## src/rtl/mips_lsu.sv

```systemverilog
// rtl/mips_lsu.sv - load/store initiator between the CPU pipeline and word-wide data memory
module mips_lsu #(
  parameter int RD_LATENCY = 1,
  parameter int BIG_ENDIAN = 0
) (
  input  logic        clk,
  input  logic        rst,
  input  logic        req_valid,
  output logic        req_ready,
  input  logic        req_wr,
  input  logic [1:0]  req_size,
  input  logic        req_signed,
  input  logic [31:0] req_addr,
  input  logic [31:0] req_wdata,
  output logic        rsp_valid,
  output logic [31:0] rsp_rdata,
  output logic        rsp_err,
  output logic [31:0] mem_addr,
  output logic [31:0] mem_wdata,
  output logic        mem_rd,
  output logic        mem_wr,
  input  logic [31:0] mem_rdata
);

  typedef enum logic [2:0] {IDLE, RD, RWAIT, MERGE, WR, RESP} stateT;

  // RWAIT covers the read latency beyond the RD cycle itself; count down to zero
  localparam logic [2:0] WAIT_INIT = (RD_LATENCY > 1) ? 3'(RD_LATENCY - 2) : 3'd0;

  stateT       state;
  logic [2:0]  waitCnt;
  logic [1:0]  laneReg;
  logic [1:0]  sizeReg;
  logic        wrReg;
  logic        signedReg;
  logic [15:0] wdataReg;
  logic        badReq;

  // Bit offset of the addressed byte/halfword inside the memory word
  function automatic logic [4:0] laneShift(input logic [1:0] size, input logic [1:0] lane);
    logic [4:0] sh;
    sh = 5'd0;
    if (size == 2'b00)
      sh = {(BIG_ENDIAN != 0) ? ~lane : lane, 3'b000};
    else if (size == 2'b01)
      sh = {(BIG_ENDIAN != 0) ? ~lane[1] : lane[1], 4'b0000};
    return sh;
  endfunction

  // Pull the addressed lane out of a word and sign/zero extend it
  function automatic logic [31:0] extractLoad(input logic [31:0] word, input logic [1:0] size,
                                              input logic [1:0] lane, input logic sgn);
    logic [31:0] shifted;
    logic [31:0] res;
    shifted = word >> laneShift(size, lane);
    case (size)
      2'b00:   res = {{24{sgn & shifted[7]}}, shifted[7:0]};
      2'b01:   res = {{16{sgn & shifted[15]}}, shifted[15:0]};
      default: res = word;
    endcase
    return res;
  endfunction

  // Replace only the addressed lane(s) of the old word with the new store data
  function automatic logic [31:0] mergeLane(input logic [31:0] word, input logic [1:0] size,
                                            input logic [1:0] lane, input logic [15:0] wdata);
    logic [31:0] mask;
    logic [31:0] ins;
    logic [4:0]  sh;
    sh   = laneShift(size, lane);
    mask = (size == 2'b00) ? 32'h0000_00FF : 32'h0000_FFFF;
    ins  = {16'b0, wdata} & mask;
    return (word & ~(mask << sh)) | (ins << sh);
  endfunction

  assign req_ready = (state == IDLE) & ~rst;

  // Reserved size or misaligned halfword/word is rejected without touching memory
  always_comb begin
    badReq = 1'b0;
    case (req_size)
      2'b01:   badReq = req_addr[0];
      2'b10:   badReq = (req_addr[1:0] != 2'b00);
      2'b11:   badReq = 1'b1;
      default: badReq = 1'b0;
    endcase
  end

  // Access sequencer: all outputs are registered and driven from the state transitions
  always_ff @(posedge clk) begin
    if (rst) begin
      state     <= IDLE;
      waitCnt   <= 3'd0;
      laneReg   <= 2'b00;
      sizeReg   <= 2'b00;
      wrReg     <= 1'b0;
      signedReg <= 1'b0;
      wdataReg  <= 16'h0;
      rsp_valid <= 1'b0;
      rsp_rdata <= 32'h0;
      rsp_err   <= 1'b0;
      mem_addr  <= 32'h0;
      mem_wdata <= 32'h0;
      mem_rd    <= 1'b0;
      mem_wr    <= 1'b0;
    end else begin
      case (state)
        IDLE: begin
          if (req_valid) begin
            laneReg   <= req_addr[1:0];
            sizeReg   <= req_size;
            wrReg     <= req_wr;
            signedReg <= req_signed;
            wdataReg  <= req_wdata[15:0];
            if (badReq) begin
              rsp_valid <= 1'b1;
              rsp_err   <= 1'b1;
              state     <= RESP;
            end else begin
              mem_addr <= {req_addr[31:2], 2'b00};
              if (req_wr && (req_size == 2'b10)) begin
                mem_wdata <= req_wdata;
                mem_wr    <= 1'b1;
                state     <= WR;
              end else begin
                // loads and sub-word stores both start with a read of the word
                mem_rd <= 1'b1;
                state  <= RD;
              end
            end
          end
        end
        RD: begin
          mem_rd <= 1'b0;
          if (RD_LATENCY == 1) begin
            state <= MERGE;
          end else begin
            waitCnt <= WAIT_INIT;
            state   <= RWAIT;
          end
        end
        RWAIT: begin
          if (waitCnt == 3'd0)
            state <= MERGE;
          else
            waitCnt <= waitCnt - 3'd1;
        end
        MERGE: begin
          // mem_rdata is valid in this cycle and is consumed directly
          if (wrReg) begin
            mem_wdata <= mergeLane(mem_rdata, sizeReg, laneReg, wdataReg);
            mem_wr    <= 1'b1;
            state     <= WR;
          end else begin
            rsp_valid <= 1'b1;
            rsp_rdata <= extractLoad(mem_rdata, sizeReg, laneReg, signedReg);
            state     <= RESP;
          end
        end
        WR: begin
          mem_wr    <= 1'b0;
          rsp_valid <= 1'b1;
          state     <= RESP;
        end
        RESP: begin
          rsp_valid <= 1'b0;
          rsp_rdata <= 32'h0;
          rsp_err   <= 1'b0;
          state     <= IDLE;
        end
        default: state <= IDLE;
      endcase
    end
  end

endmodule
```

## config.mk

```make
export PLATFORM = sky130hd
export DESIGN_NAME = mips_lsu
export DESIGN_NICKNAME = d
export VERILOG_FILES = /design/src/rtl/mips_lsu.sv
export SDC_FILE = /design/constraint.sdc
export NUM_CORES = 1
export LEC_CHECK = 0
export ABC_CLOCK_PERIOD_IN_PS = 1800
export CAP_MARGIN = 20
export CORE_MARGIN = 10
export CORE_UTILIZATION = 40
export CTS_CLUSTER_SIZE = 20
export DETAILED_ROUTE_END_ITERATION = 10
export GPL_TIMING_DRIVEN = 0
export HOLD_SLACK_MARGIN = 0.03
export PLACE_DENSITY = 0.73
export RECOVER_POWER = 25
export SLEW_MARGIN = 20
export SYNTH_ARGS = -nofsm -noshare
export SYNTH_HDL_FRONTEND = slang
export SYNTH_SLANG_ARGS = --single-unit
export TNS_END_PERCENT = 10
```

## constraint.sdc

```tcl
create_clock -name clk -period 1.8 [get_ports clk]
set_input_delay 0.18 -clock clk [delete_from_list [all_inputs] [get_ports clk]]
set_output_delay 0.18 -clock clk [all_outputs]
set_load 0.01 [all_outputs]
```

==> impl_results.md <==
- Status: finished with violations
- Failing checks: setup timing
- Clock sinks: 126
- Vias/cell: 5.49
- Initial antenna violation count: 1
- Yosys warning count: 0
- Hold_ws: 0.328 ns
- Worst-path fanout max: 10
- Ant diodes: 0
- Worst-skew pair later-pin latency: 0.42 ns
- Worst slew pin tran: 0.518 ns
- Asr flop ratio synth: 0%
- CTS Root Buffer Type: clkbuf_16
- DP Wirelength: 18.0 mm
- CTS Buf Count: 17
- Mean Syn Cell Area: 8.88 um2
- Reg-to-Reg End: mem_wdata[14]$_SDFFE_PP0P_
- Starting Density: 40.7%
- Hold_buf cts: 0
- Post-synth EDFFs: 0
- H-tree depth: 4
- #FFs+latches synth: 126
- Worst Setup End Kind: register
- Most used cell, CP: buf_4
- Nets@finish: 1,051
- Drt pass-1 iters: 5
- Total grt overflow: 0
- Hold Path Stages: 3
- Leak pwr: 3.51 nW
- Share of cells above drive strength 1: 12.5%
- Core area: 15,800 um2
- Setup violators final: 1
- Seq/Total Area, Yosys: 39.2%
- Port Buffers: 201
- Worst-path clk slew: 0.06 ns
- Clk buf depth: 2
- Synth-to-layout area growth: 46.1%
- DR WL/cell: 19.9 um
- Multi-input gate area: 3580 um2
- IO Pins: 204
- Worst hold path class: in -> reg
- Critical path class: reg -> reg
- Pins over their slew limit: 0
- Max rail drop VDD: 707 uV
- Reg2Reg Setup Slack: -0.01 ns
- Hold Path End: mem_addr[10]$_SDFFE_PP0P_
- Slowest CP cell: dfxtp_1
- Max Clk Rate: 0.552 GHz
- Min setup slack post-route: -0.0122 ns
- CP peak stage delay: 0.38 ns
- Fillers: 1,365
- # DRC: 0
- Hold Fails Final Rpt: 0
- Crit path DAT: 2.13 ns
- Wirelength, routed: 23.4 mm
- Final worst path period share: 101%
- Startpoint Class: register
- Die area: 21,600 um2
- Hold Startpoint: req_addr[10]
- Max-cap violations: 0
- Instance area at placement: 8720 um2
- GPL Wtd Cong: 0.910
- Unrepaired setup endpoints after global routing: yes
- Remaining antenna violation count: 0
- CP required: 2.12 ns
- GRT Total Usage: 21.1%
- Clock Skews: 0.0108 ns
- Slew margin rel.: 65.4%
- Synth area leaders: dfxtp_1 (39%), nand2b_1 (8.6%), mux2i_1 (6.2%)
- CTS tree: built
- Top_reg_cell synth: dfxtp_1
- Top cells by count, synth: dfxtp_1 (126), nand2b_1 (88), nand2_1 (79), nor2_1 (41), mux2i_1 (40)
- Finished Cell Area: 9410 um2
- First-pass GRT wire length: 36.5 mm
- Worst R2R Start: sizeReg[1]$_SDFFE_PP0P_
- Worst setup path start: sizeReg[1]$_SDFFE_PP0P_
- PD cells: 1120 nW/um2
- FF+latch area: 2520 um2
- Vias in the first global route: 6,259
- Vias: 6,447
- Post-synth top area share: 39.2%
- Die width: 147 um
- Count leader, synth: dfxtp_1
- Fin Setup TNS: -0.0122 ns
- Post-Syn Instances: 725
- # rows: 46
- Cell variety after synth: 68
- Largest net degree at the start of global routing: 20
- Die height: 147 um
- Iter 0 DRT Violations: 625
- Crit path cell chain: buf_4 -> buf_4 -> o21a_1 -> a31oi_1 -> o221ai_1 -> a32o_1
- Final Critical Period: 1.81 ns
- Cell Area, Synth: 6440 um2
- Yosys top cell by area: dfxtp_1
- Total power: 0.0106 W
- Worst R2R Path Depth: 6
critical path, delay by kind of cell, from the launching register on:
family,cells,cell delay (ns)
flip-flops,1,0.38
AO/OA/AOI/OAI,4,0.92
buffers and inverters,2,0.40
routing by layer:
metal / routed length (um) / share of wire [%] / global-route usage [%]
met1: 9680 / 41 / 26.6
met2: 11100 / 48 / 33.8
met3: 2120 / 9.0 / 6.33
met4: 474 / 2.0 / 6.76
met5: 13 / 0.056 / 0
cell type report:
class	count	area share, %
clock inverter	12	1.70
multi-input combinational	527	38.1
timing repair buffer	202	21.5
inverter	12	0.479
buffer	60	3.72
clock buffer	20	4.85
tap	216	2.87
sequential	126	26.8
stage by stage:
step	utilization (%)	cells	worst slack, ns
after global routing	59.4	1175	-0.0847
final	59.4	1175	-0.0122
after detailed placement	55.1	1143	-0.833
after floorplan	-	726	0.141
after global placement	55.1	1143	-0.793
after CTS	59.2	1174	0.00958
worst max path at each step:
stage | depth (start not counted) | end
final | 6 | mem_wdata[14]$_SDFFE_PP0P_
after CTS | 5 | rsp_rdata[28]$_SDFFE_PP0P_
after global placement | 6 | req_ready
after floorplan | 4 | rsp_rdata[3]$_SDFFE_PP0P_
after detailed placement | 6 | req_ready
after global routing | 5 | mem_wdata[28]$_SDFFE_PP0P_
timing repair:
| item | in CTS | in global routing |
|---|---|---|
| resized for setup | 11 | 14 |
| pin swaps | 0 | 3 |
| endpoints found under the hold margin | 0 | 0 |
| endpoints found under the setup margin | 5 | 67 |
| setup buffers | 0 | 1 |
power by group:
group | leakage (nW) | switching (W) | internal [W]
Combinational | 2.20 | 0.00205 | 0.00149
Clock | 0.289 | 0.00134 | 0.00226
Sequential | 1.02 | 0.000282 | 0.00313
Total | 3.51 | 0.00367 | 0.00688
sequential cells by signal, indices dropped and copies added (netlist names), 2 cells and up:
register   flops
state          3
sizeReg        2
waitCnt        3
mem_wdata     32
laneReg        2
wdataReg      16
mem_addr      30
rsp_rdata     32
cell families (layout without fill, tap and decap cells):
| group | Yosys count | count (layout) | synth area share, % |
|---|---|---|---|
| simple gates | 259 | 259 | 21.6 |
| compound gates | 213 | 213 | 24.7 |
| flops | 126 | 126 | 39.2 |
| buf+inv | 73 | 306 | 5.91 |
| mux | 49 | 49 | 7.97 |
| fa+ha+maj | 2 | 2 | 0.389 |
| xor+xnor | 2 | 2 | 0.272 |
| other cells | 1 | 2 | 0.0583 |
cell usage in the layout, fill, tap and decap left out, types with 4 or more instances in the layout:
cell type,netlist,routed
nor2b_1,10,10
o41ai_2,8,8
buf_4,17,22
and3_1,9,9
nand2b_1,88,88
dlygate4sd3_1,0,37
nand2_1,79,79
clkbuf_1,20,16
a21oi_1,33,33
a32o_1,24,24
o31ai_1,7,7
inv_1,8,8
inv_2,4,4
o21a_1,6,6
a221o_1,10,10
nor3_1,6,6
dfxtp_1,126,126
mux2i_1,40,40
mux2_2,4,4
o21ai_0,37,37
nor2_1,41,40
clkinvlp_4,0,4
buf_2,22,16
a31oi_1,4,4
clkbuf_16,0,17
a22oi_1,13,13
a211oi_1,15,13
mux2_1,4,4
clkdlybuf4s50_1,0,162
o21ai_1,28,28
No activity file was read; power rests on OpenSTA's default activity.
